==> src/rtl/fp_mul_initiator.sv <==
// Initiator for the multiplier's stb/ack operand/result handshake.
// Offers A and B concurrently, collects Z, and aborts any phase that stalls past TIMEOUT cycles.
module fp_mul_initiator #(
    parameter int WIDTH   = 32,
    parameter int TIMEOUT = 1024
) (
    input  logic             clk,
    input  logic             rst,
    input  logic             start,
    input  logic [WIDTH-1:0] op_a,
    input  logic [WIDTH-1:0] op_b,
    output logic             busy,
    output logic             done,
    output logic             error,
    output logic [WIDTH-1:0] result,
    output logic [WIDTH-1:0] mul_a,
    output logic             mul_a_stb,
    input  logic             mul_a_ack,
    output logic [WIDTH-1:0] mul_b,
    output logic             mul_b_stb,
    input  logic             mul_b_ack,
    input  logic [WIDTH-1:0] mul_z,
    input  logic             mul_z_stb,
    output logic             mul_z_ack
);

    localparam int CW = (TIMEOUT > 2) ? $clog2(TIMEOUT) : 1;
    localparam logic [CW-1:0] CNT_LAST = CW'(TIMEOUT - 1);

    typedef enum logic [1:0] {IDLE, SEND, WAIT_Z} state_t;

    state_t           state_reg, state_next;
    logic [CW-1:0]    cnt_reg, cnt_next;
    logic [1:0]       stb_reg, stb_next;
    logic [WIDTH-1:0] mul_a_reg, mul_a_next;
    logic [WIDTH-1:0] mul_b_reg, mul_b_next;
    logic [WIDTH-1:0] result_reg, result_next;
    logic             z_ack_reg, z_ack_next;
    logic             busy_reg, busy_next;
    logic             done_reg, done_next;
    logic             error_reg, error_next;

    logic [1:0] ack_in;
    logic [1:0] xfer;
    logic [1:0] sent;
    logic       send_done;
    logic       expired;

    assign ack_in = {mul_b_ack, mul_a_ack};

    // Channel 0 is A, channel 1 is B; a channel is finished once its strobe is gone or transfers now.
    genvar gi;
    generate
        for (gi = 0; gi < 2; gi++) begin : g_chan
            assign xfer[gi] = stb_reg[gi] & ack_in[gi];
            assign sent[gi] = ~stb_reg[gi] | xfer[gi];
        end
    endgenerate

    assign send_done = &sent;
    assign expired   = (cnt_reg == CNT_LAST);

    always_ff @(posedge clk) begin
        if (rst) begin
            state_reg  <= IDLE;
            cnt_reg    <= '0;
            stb_reg    <= '0;
            mul_a_reg  <= '0;
            mul_b_reg  <= '0;
            result_reg <= '0;
            z_ack_reg  <= 1'b0;
            busy_reg   <= 1'b0;
            done_reg   <= 1'b0;
            error_reg  <= 1'b0;
        end else begin
            state_reg  <= state_next;
            cnt_reg    <= cnt_next;
            stb_reg    <= stb_next;
            mul_a_reg  <= mul_a_next;
            mul_b_reg  <= mul_b_next;
            result_reg <= result_next;
            z_ack_reg  <= z_ack_next;
            busy_reg   <= busy_next;
            done_reg   <= done_next;
            error_reg  <= error_next;
        end
    end

    always_comb begin
        state_next = state_reg;
        case (state_reg)
            IDLE:    if (start) state_next = SEND;
            SEND:    if (send_done) state_next = WAIT_Z;
                     else if (expired) state_next = IDLE;
            WAIT_Z:  if (mul_z_stb || expired) state_next = IDLE;
            default: state_next = IDLE;
        endcase
    end

    always_comb begin
        cnt_next    = cnt_reg;
        stb_next    = stb_reg;
        mul_a_next  = mul_a_reg;
        mul_b_next  = mul_b_reg;
        result_next = result_reg;
        z_ack_next  = z_ack_reg;
        busy_next   = busy_reg;
        done_next   = 1'b0;
        error_next  = error_reg;
        case (state_reg)
            IDLE: begin
                cnt_next = '0;
                if (start) begin
                    mul_a_next = op_a;
                    mul_b_next = op_b;
                    stb_next   = 2'b11;
                    busy_next  = 1'b1;
                end
            end
            SEND: begin
                stb_next = stb_reg & ~xfer;
                if (send_done) begin
                    z_ack_next = 1'b1;
                    cnt_next   = '0;
                end else if (expired) begin
                    stb_next   = 2'b00;
                    done_next  = 1'b1;
                    error_next = 1'b1;
                    busy_next  = 1'b0;
                end else begin
                    cnt_next = cnt_reg + 1'b1;
                end
            end
            WAIT_Z: begin
                // A product arriving on the expiry edge still counts as success.
                if (mul_z_stb) begin
                    result_next = mul_z;
                    z_ack_next  = 1'b0;
                    done_next   = 1'b1;
                    error_next  = 1'b0;
                    busy_next   = 1'b0;
                end else if (expired) begin
                    z_ack_next = 1'b0;
                    done_next  = 1'b1;
                    error_next = 1'b1;
                    busy_next  = 1'b0;
                end else begin
                    cnt_next = cnt_reg + 1'b1;
                end
            end
            default: begin
                stb_next   = 2'b00;
                z_ack_next = 1'b0;
                busy_next  = 1'b0;
            end
        endcase
    end

    assign busy      = busy_reg;
    assign done      = done_reg;
    assign error     = error_reg;
    assign result    = result_reg;
    assign mul_a     = mul_a_reg;
    assign mul_b     = mul_b_reg;
    assign mul_a_stb = stb_reg[0];
    assign mul_b_stb = stb_reg[1];
    assign mul_z_ack = z_ack_reg;

endmodule

==> config.mk <==
export PLATFORM = sky130hd
export DESIGN_NAME = fp_mul_initiator
export DESIGN_NICKNAME = d
export VERILOG_FILES = /design/src/rtl/fp_mul_initiator.sv
export SDC_FILE = /design/constraint.sdc
export NUM_CORES = 1
export LEC_CHECK = 0
export CAP_MARGIN = 20
export CORE_ASPECT_RATIO = 1.2
export CORE_MARGIN = 5
export CORE_UTILIZATION = 41
export DETAILED_ROUTE_END_ITERATION = 16
export PLACE_DENSITY = 0.8
export SLEW_MARGIN = 15
export SYNTH_ARGS = -nofsm -noshare
export SYNTH_HDL_FRONTEND = slang
export SYNTH_SLANG_ARGS = --single-unit
==> constraint.sdc <==
create_clock -name clk -period 2.7 [get_ports clk]
set_clock_uncertainty 0.05 [all_clocks]
set_input_delay 0.54 -clock clk [delete_from_list [all_inputs] [get_ports clk]]
set_output_delay 0.54 -clock clk [all_outputs]
set_load 0.05 [all_outputs]
==> reports/results.ini, run 1 <==
[setup_path]
slowest_stage=clkdlybuf4s50_1
r2r-end=cnt_reg[9]
crit_cells=1
reg2reg_depth=6
crit_required_ns=2.11
cp-start-kind=register
path_cells=clkdlybuf4s50_1
arrival_ns=1.63
crit_path_end=busy
crit_family=buffers and inverters
rr_startpoint=state_reg[0]
cp-end-kind=primary output
max_stage_delay_ns=0.85
critPathMaxFanout=3
critPathLaunch=busy
critPathBufInv=1
worstSetupPathType=register to primary output
r2r_slack_ns=0.65

[pwr]
max-vdd-ir-drop_v=0.0005056
power.density_mw_per_mm2=929.9
p_leak_nw=2.524

[final_layout]
multi_input_area_sq_mm=0.001842
fin_nets=842
n_antenna_cell=0
area_delta_synth_final_pct=64.65
n_fill_cell=768
regArea_sq_mm=0.002282
post-route-util=0.6963
drive_above_1_share=0.06158

[global_route]
grt_pass1_wl_microns=19840
antenna_found_initial=0
grt_usage=0.1987
grt_max_degree=65
overflow=0
grt_pass1_vias=4148

[logic_synthesis]
syn-instance-count=539
ys_seq_area_frac=0.5338
synth_top_area_frac=0.5338
synth_fp_nets=647
async_flop_share=0
yosysMostFrequentCell=nand2_1
yosysTopAreaCell=dfxtp_1
synth_area_per_cell_sq_um=7.932
ys.warnings.count=0
synth-edff-count=0
synth_commonest_cells=nand2_1 (198), dfxtp_1 (114), a21oi_1 (105)
syn_area_sq_mm=0.004275
synthTopCellsByArea=dfxtp_1 (53%), nand2_1 (17%), a21oi_1 (12%), clkbuf_1 (2.7%), ha_1 (1.8%)
synth_seq_cells=114
synth-main-ff-cell=dfxtp_1
ys_types=39

[clock_tree]
cts_htree_levels=4
cts_inserted_buffers=17
cts_tree=built
clockRootBuffer=clkbuf_16
post-cts-setup-buffer-count=0
clkLatencyLatePin_ns=0.40
clkTransAtPathRegs_ns=0.05
cts_sinks=114
clk_path_buf_depth=2
cts_resized=0
cts_hold_buffers=0

[floorplan]
die-area_sq_mm=0.01258
die_w_microns=103.2
die_y_microns=121.9
start_util=0.4229
io_pins=204
coreArea_sq_mm=0.01011
rows=40

[timing]
hold_violations=0
fin_crit_sh=0.8207
finalSetupTns_ns=0
grt_setup_unrepaired=no
max_slew_margin=0.6064
min_period_ns=2.216
fmax_ghz=0.4513
drv_slew=0
finalSetupViolations=0
worstMarginPinSlew_ns=0.5889

[detailed_routing]
drt_iter0_markers=150
wl_per_cell_microns=14.63
vias=4406
drc=0
detail_route.first_pass.iterations=5
drtAntennaViolNets=0
finalWirelength_microns=12770
vias_per_cell=5.047

[hold_path]
hold_path_class=register to register

[placement]
hpwl_microns=9215
port_buffers=203
gp_congestion=0.8659

[flow_run]
cap_violations=0

[status]
status=finished clean

-- how the worst min path moves through the flow --
stage,cells after the start,end,from
6_report,2,mul_b[20],mul_b[20]
5_1_grt,2,mul_b[12],mul_b[12]
3_3_place_gp,2,mul_a[2],mul_a[2]
2_1_floorplan,2,cnt_reg[8],cnt_reg[8]
3_5_place_dp,2,mul_b[28],mul_b[28]
4_1_cts,2,mul_b[28],mul_b[28]
-- metrics by stage --
stage / hold WS (ns) / power (mW) / setup slack [ns] / cells / area (sq um)
2_1_floorplan: 0.4196 / 3.469 / 0.6996 / 539 / 4275
4_1_cts: 0.4033 / 6.605 / 0.4654 / 873 / 7039
3_3_place_gp: 0.3910 / 4.215 / 0.4609 / 841 / 6411
5_1_grt: 0.4197 / 6.863 / 0.4199 / 873 / 7039
3_5_place_dp: 0.3961 / 4.254 / 0.4359 / 841 / 6411
6_report: 0.4018 / 6.546 / 0.4842 / 873 / 7039
-- cells in the final DEF (no fill, tap or decap), types with 2 or more instances in the layout --
cell,instances
ha_1,6
nor2b_1,5
clkinv_2,2
or3_1,4
a21oi_1,105
clkdlybuf4s50_1,202
nand2b_1,4
mux2i_1,2
nand3_1,9
inv_1,4
buf_12,2
nand2_1,197
nor3_1,6
buf_4,7
o211ai_1,2
o22ai_1,3
a221oi_1,2
bufinv_16,4
clkinv_4,2
nand4_1,2
a31oi_1,2
dfxtp_1,114
nor2_1,11
o31ai_1,5
clkinvlp_4,5
clkbuf_16,17
o21ai_0,3
-- routing by layer --
layer  vias up  part of all wire  global-route usage
li1       2185                 -                   -
met1      1999              0.37              0.2130
met2       208              0.50              0.3423
met3        14              0.11             0.08534
met4         0             0.015             0.07449
met5         -                 0                   0
-- layout make-up --
class | count | share of cell area
Clock buffer | 19 | 0.06292
Clock inverter | 13 | 0.02631
Inverter | 4 | 0.002133
Multi-Input combinational cell | 386 | 0.2616
Sequential cell | 114 | 0.3242
Tap cell | 126 | 0.02240
Timing Repair Buffer | 211 | 0.3004
-- where the power goes --
part,switching (mW),internal [mW]
registers,0.132,1.91
logic,1.41,0.759
clock network,0.767,1.57
total,2.31,4.24
-- cell families after synthesis --
group,synth area share
and+or+nand+nor,0.2353
AOI/OAI and AO/OA,0.1703
DFF,0.5338
buffers and inverters,0.03629
adders and majority gates,0.01756
muxes,0.004683
xor gates and xnor gates,0.002049
(Power assumes the default switching activity.)
==> run 2: changes to the inputs <==
--- a/config.mk
+++ b/config.mk
@@ -8,9 +8,9 @@
 export CAP_MARGIN = 20
 export CORE_ASPECT_RATIO = 1.2
 export CORE_MARGIN = 5
-export CORE_UTILIZATION = 41
+export CORE_UTILIZATION = 37
 export DETAILED_ROUTE_END_ITERATION = 16
-export PLACE_DENSITY = 0.8
+export PLACE_DENSITY = 0.77
 export SLEW_MARGIN = 15
 export SYNTH_ARGS = -nofsm -noshare
 export SYNTH_HDL_FRONTEND = slang
==> constraint.sdc (replaced) <==
create_clock -name clk -period 2 [get_ports clk]
set_clock_uncertainty 0.05 [all_clocks]
set_input_delay 0.4 -clock clk [delete_from_list [all_inputs] [get_ports clk]]
set_output_delay 0.4 -clock clk [all_outputs]
set_load 0.05 [all_outputs]
==> reports/results.ini, run 2 (synthesis results as in run 1) <==
[setup_path]
rr_startpoint=state_reg[0]
slowest_stage=a2111o_1
reg2reg_depth=7
cp-start-kind=register
worstSetupPathType=register to register
crit_required_ns=2.28
r2r-end=cnt_reg[8]
max_stage_delay_ns=0.43
critPathLaunch=state_reg[0]
crit_path_frequent_cell=a21oi_1
r2r_slack_ns=0.11
path_cells=inv_1 -> ha_2 -> buf_4 -> a21oi_1 -> nand3_1 -> a2111o_1 -> a21oi_1
arrival_ns=2.17
cp-end-kind=register
critPathMaxFanout=7

[placement]
port_buffers=203
placed_cell_area_sq_mm=0.006502
preCtsSetupSlack_ns=-0.07170
gp_congestion=0.8086
hpwl_microns=9376

[status]
status=finished clean

[final_layout]
n_antenna_cell=0
drive_above_1_share=0.08256
post-route-util=0.6171
stdcell_area_sq_mm=0.007072
fin_nets=847
final_cell_mix=nand2_1 (197), dfxtp_1 (114), a21oi_1 (105)
area_delta_synth_final_pct=65.41
mostFrequentLayoutCell=nand2_1

[clock_tree]
cts_tree=built
clockRootBuffer=clkbuf_16
clkLatencyLatePin_ns=0.40
clkTransAtPathRegs_ns=0.05
cts_sinks=114
cts_inserted_buffers=17
cts_htree_levels=4
clk_path_buf_depth=2

[global_route]
grt_usage=0.1867
overflow=0
grt_pass1_vias=4375
grt_pass1_wl_microns=20690
antenna_found_initial=0
grt_max_degree=56

[floorplan]
die_w_microns=108.1
start_util=0.3731
die-area_sq_mm=0.01381
die_y_microns=127.8
coreArea_sq_mm=0.01146
io_pins=204
rows=43

[timing]
max_slew_margin=0.6079
fmax_ghz=0.5296
min_period_ns=1.888
drv_slew=0
worstMarginPinSlew_ns=0.5881
fin_ws_ns=0.1119
hold_violations=0
finalSetupViolations=0
grt_setup_unrepaired=no
fin_crit_sh=0.9441

[flow_run]
cap_violations=0

[detailed_routing]
vias=4440
drc=0
drtAntennaViolNets=0
finalWirelength_microns=13080
detail_route.first_pass.iterations=4
drt_iter0_markers=187
wl_per_cell_microns=14.41
vias_per_cell=4.890

[pwr]
p_leak_nw=3.168
power.density_mw_per_mm2=1240
p_total_mw=8.770
max-vdd-ir-drop_v=0.0005551

[hold_path]
holdPathStages=2
hold_path_class=register to register
hold_end=mul_a[0]
min_from=mul_a[0]

-- run 2: timing repair --
| item | CTS | global route |
|---|---|---|
| setup endpoints to repair | 78 | 15 |
| gates resized for setup | 78 | 15 |
| hold buffers | 0 | 0 |
| setup buffers | 0 | 0 |
-- run 2: layout make-up --
cell class,count,area [sq um]
clock buffers,21,470.5
clock inverters,10,156.4
fillers,1025,4388
inverters,4,15.01
multi-input cells,386,1849
flip-flops and latches,114,2282
well taps,157,196.4
repair buffers,216,2102
-- run 2: worst max-delay path by stage --
| stage | endpoint | cells past startpoint |
|---|---|---|
| after floorplan | cnt_reg[9] | 7 |
| after global placement | cnt_reg[5] | 5 |
| after detailed placement | cnt_reg[8] | 6 |
| after CTS | mul_a[26] | 1 |
| after global routing | cnt_reg[8] | 7 |
| final | cnt_reg[8] | 7 |
-- run 2: critical path: cells and delay by family, from the launching register on --
family | cells | cell delay (ns)
AO/OA/AOI/OAI | 3 | 0.85
adder cells (fa/ha/maj) | 1 | 0.20
buffers and inverters | 2 | 0.23
flip-flops | 1 | 0.33
AND/OR/NAND/NOR | 1 | 0.18
-- run 2: per-layer routing --
layer  vias to the layer above  part of all wire  GRT usage
met1                      2030              0.37     0.1934
met4                         0             0.020    0.06464
met2                       188              0.51     0.3331
met5                         -                 0          0
li1                       2195                 -          -
met3                        27              0.10    0.08212
-- run 2: per-stage QoR --
step / instances / hold WS, ns / setup TNS [ns]
3_5_place_dp: 877 / 0.3957 / -0.1853
2_1_floorplan: 539 / 0.4196 / 0
4_1_cts: 908 / 0.4013 / 0
5_1_grt: 908 / 0.4128 / 0
3_3_place_gp: 877 / 0.3906 / -0.07705
6_report: 908 / 0.3977 / 0
-- run 2: report_power, final --
group	total, mW	switching (mW)	internal (mW)	leakage, nW
Clock	3.16	0.990	2.17	0.309
Sequential	2.74	0.157	2.58	0.930
Combinational	2.87	1.94	0.933	1.93
Total	8.77	3.09	5.68	3.17
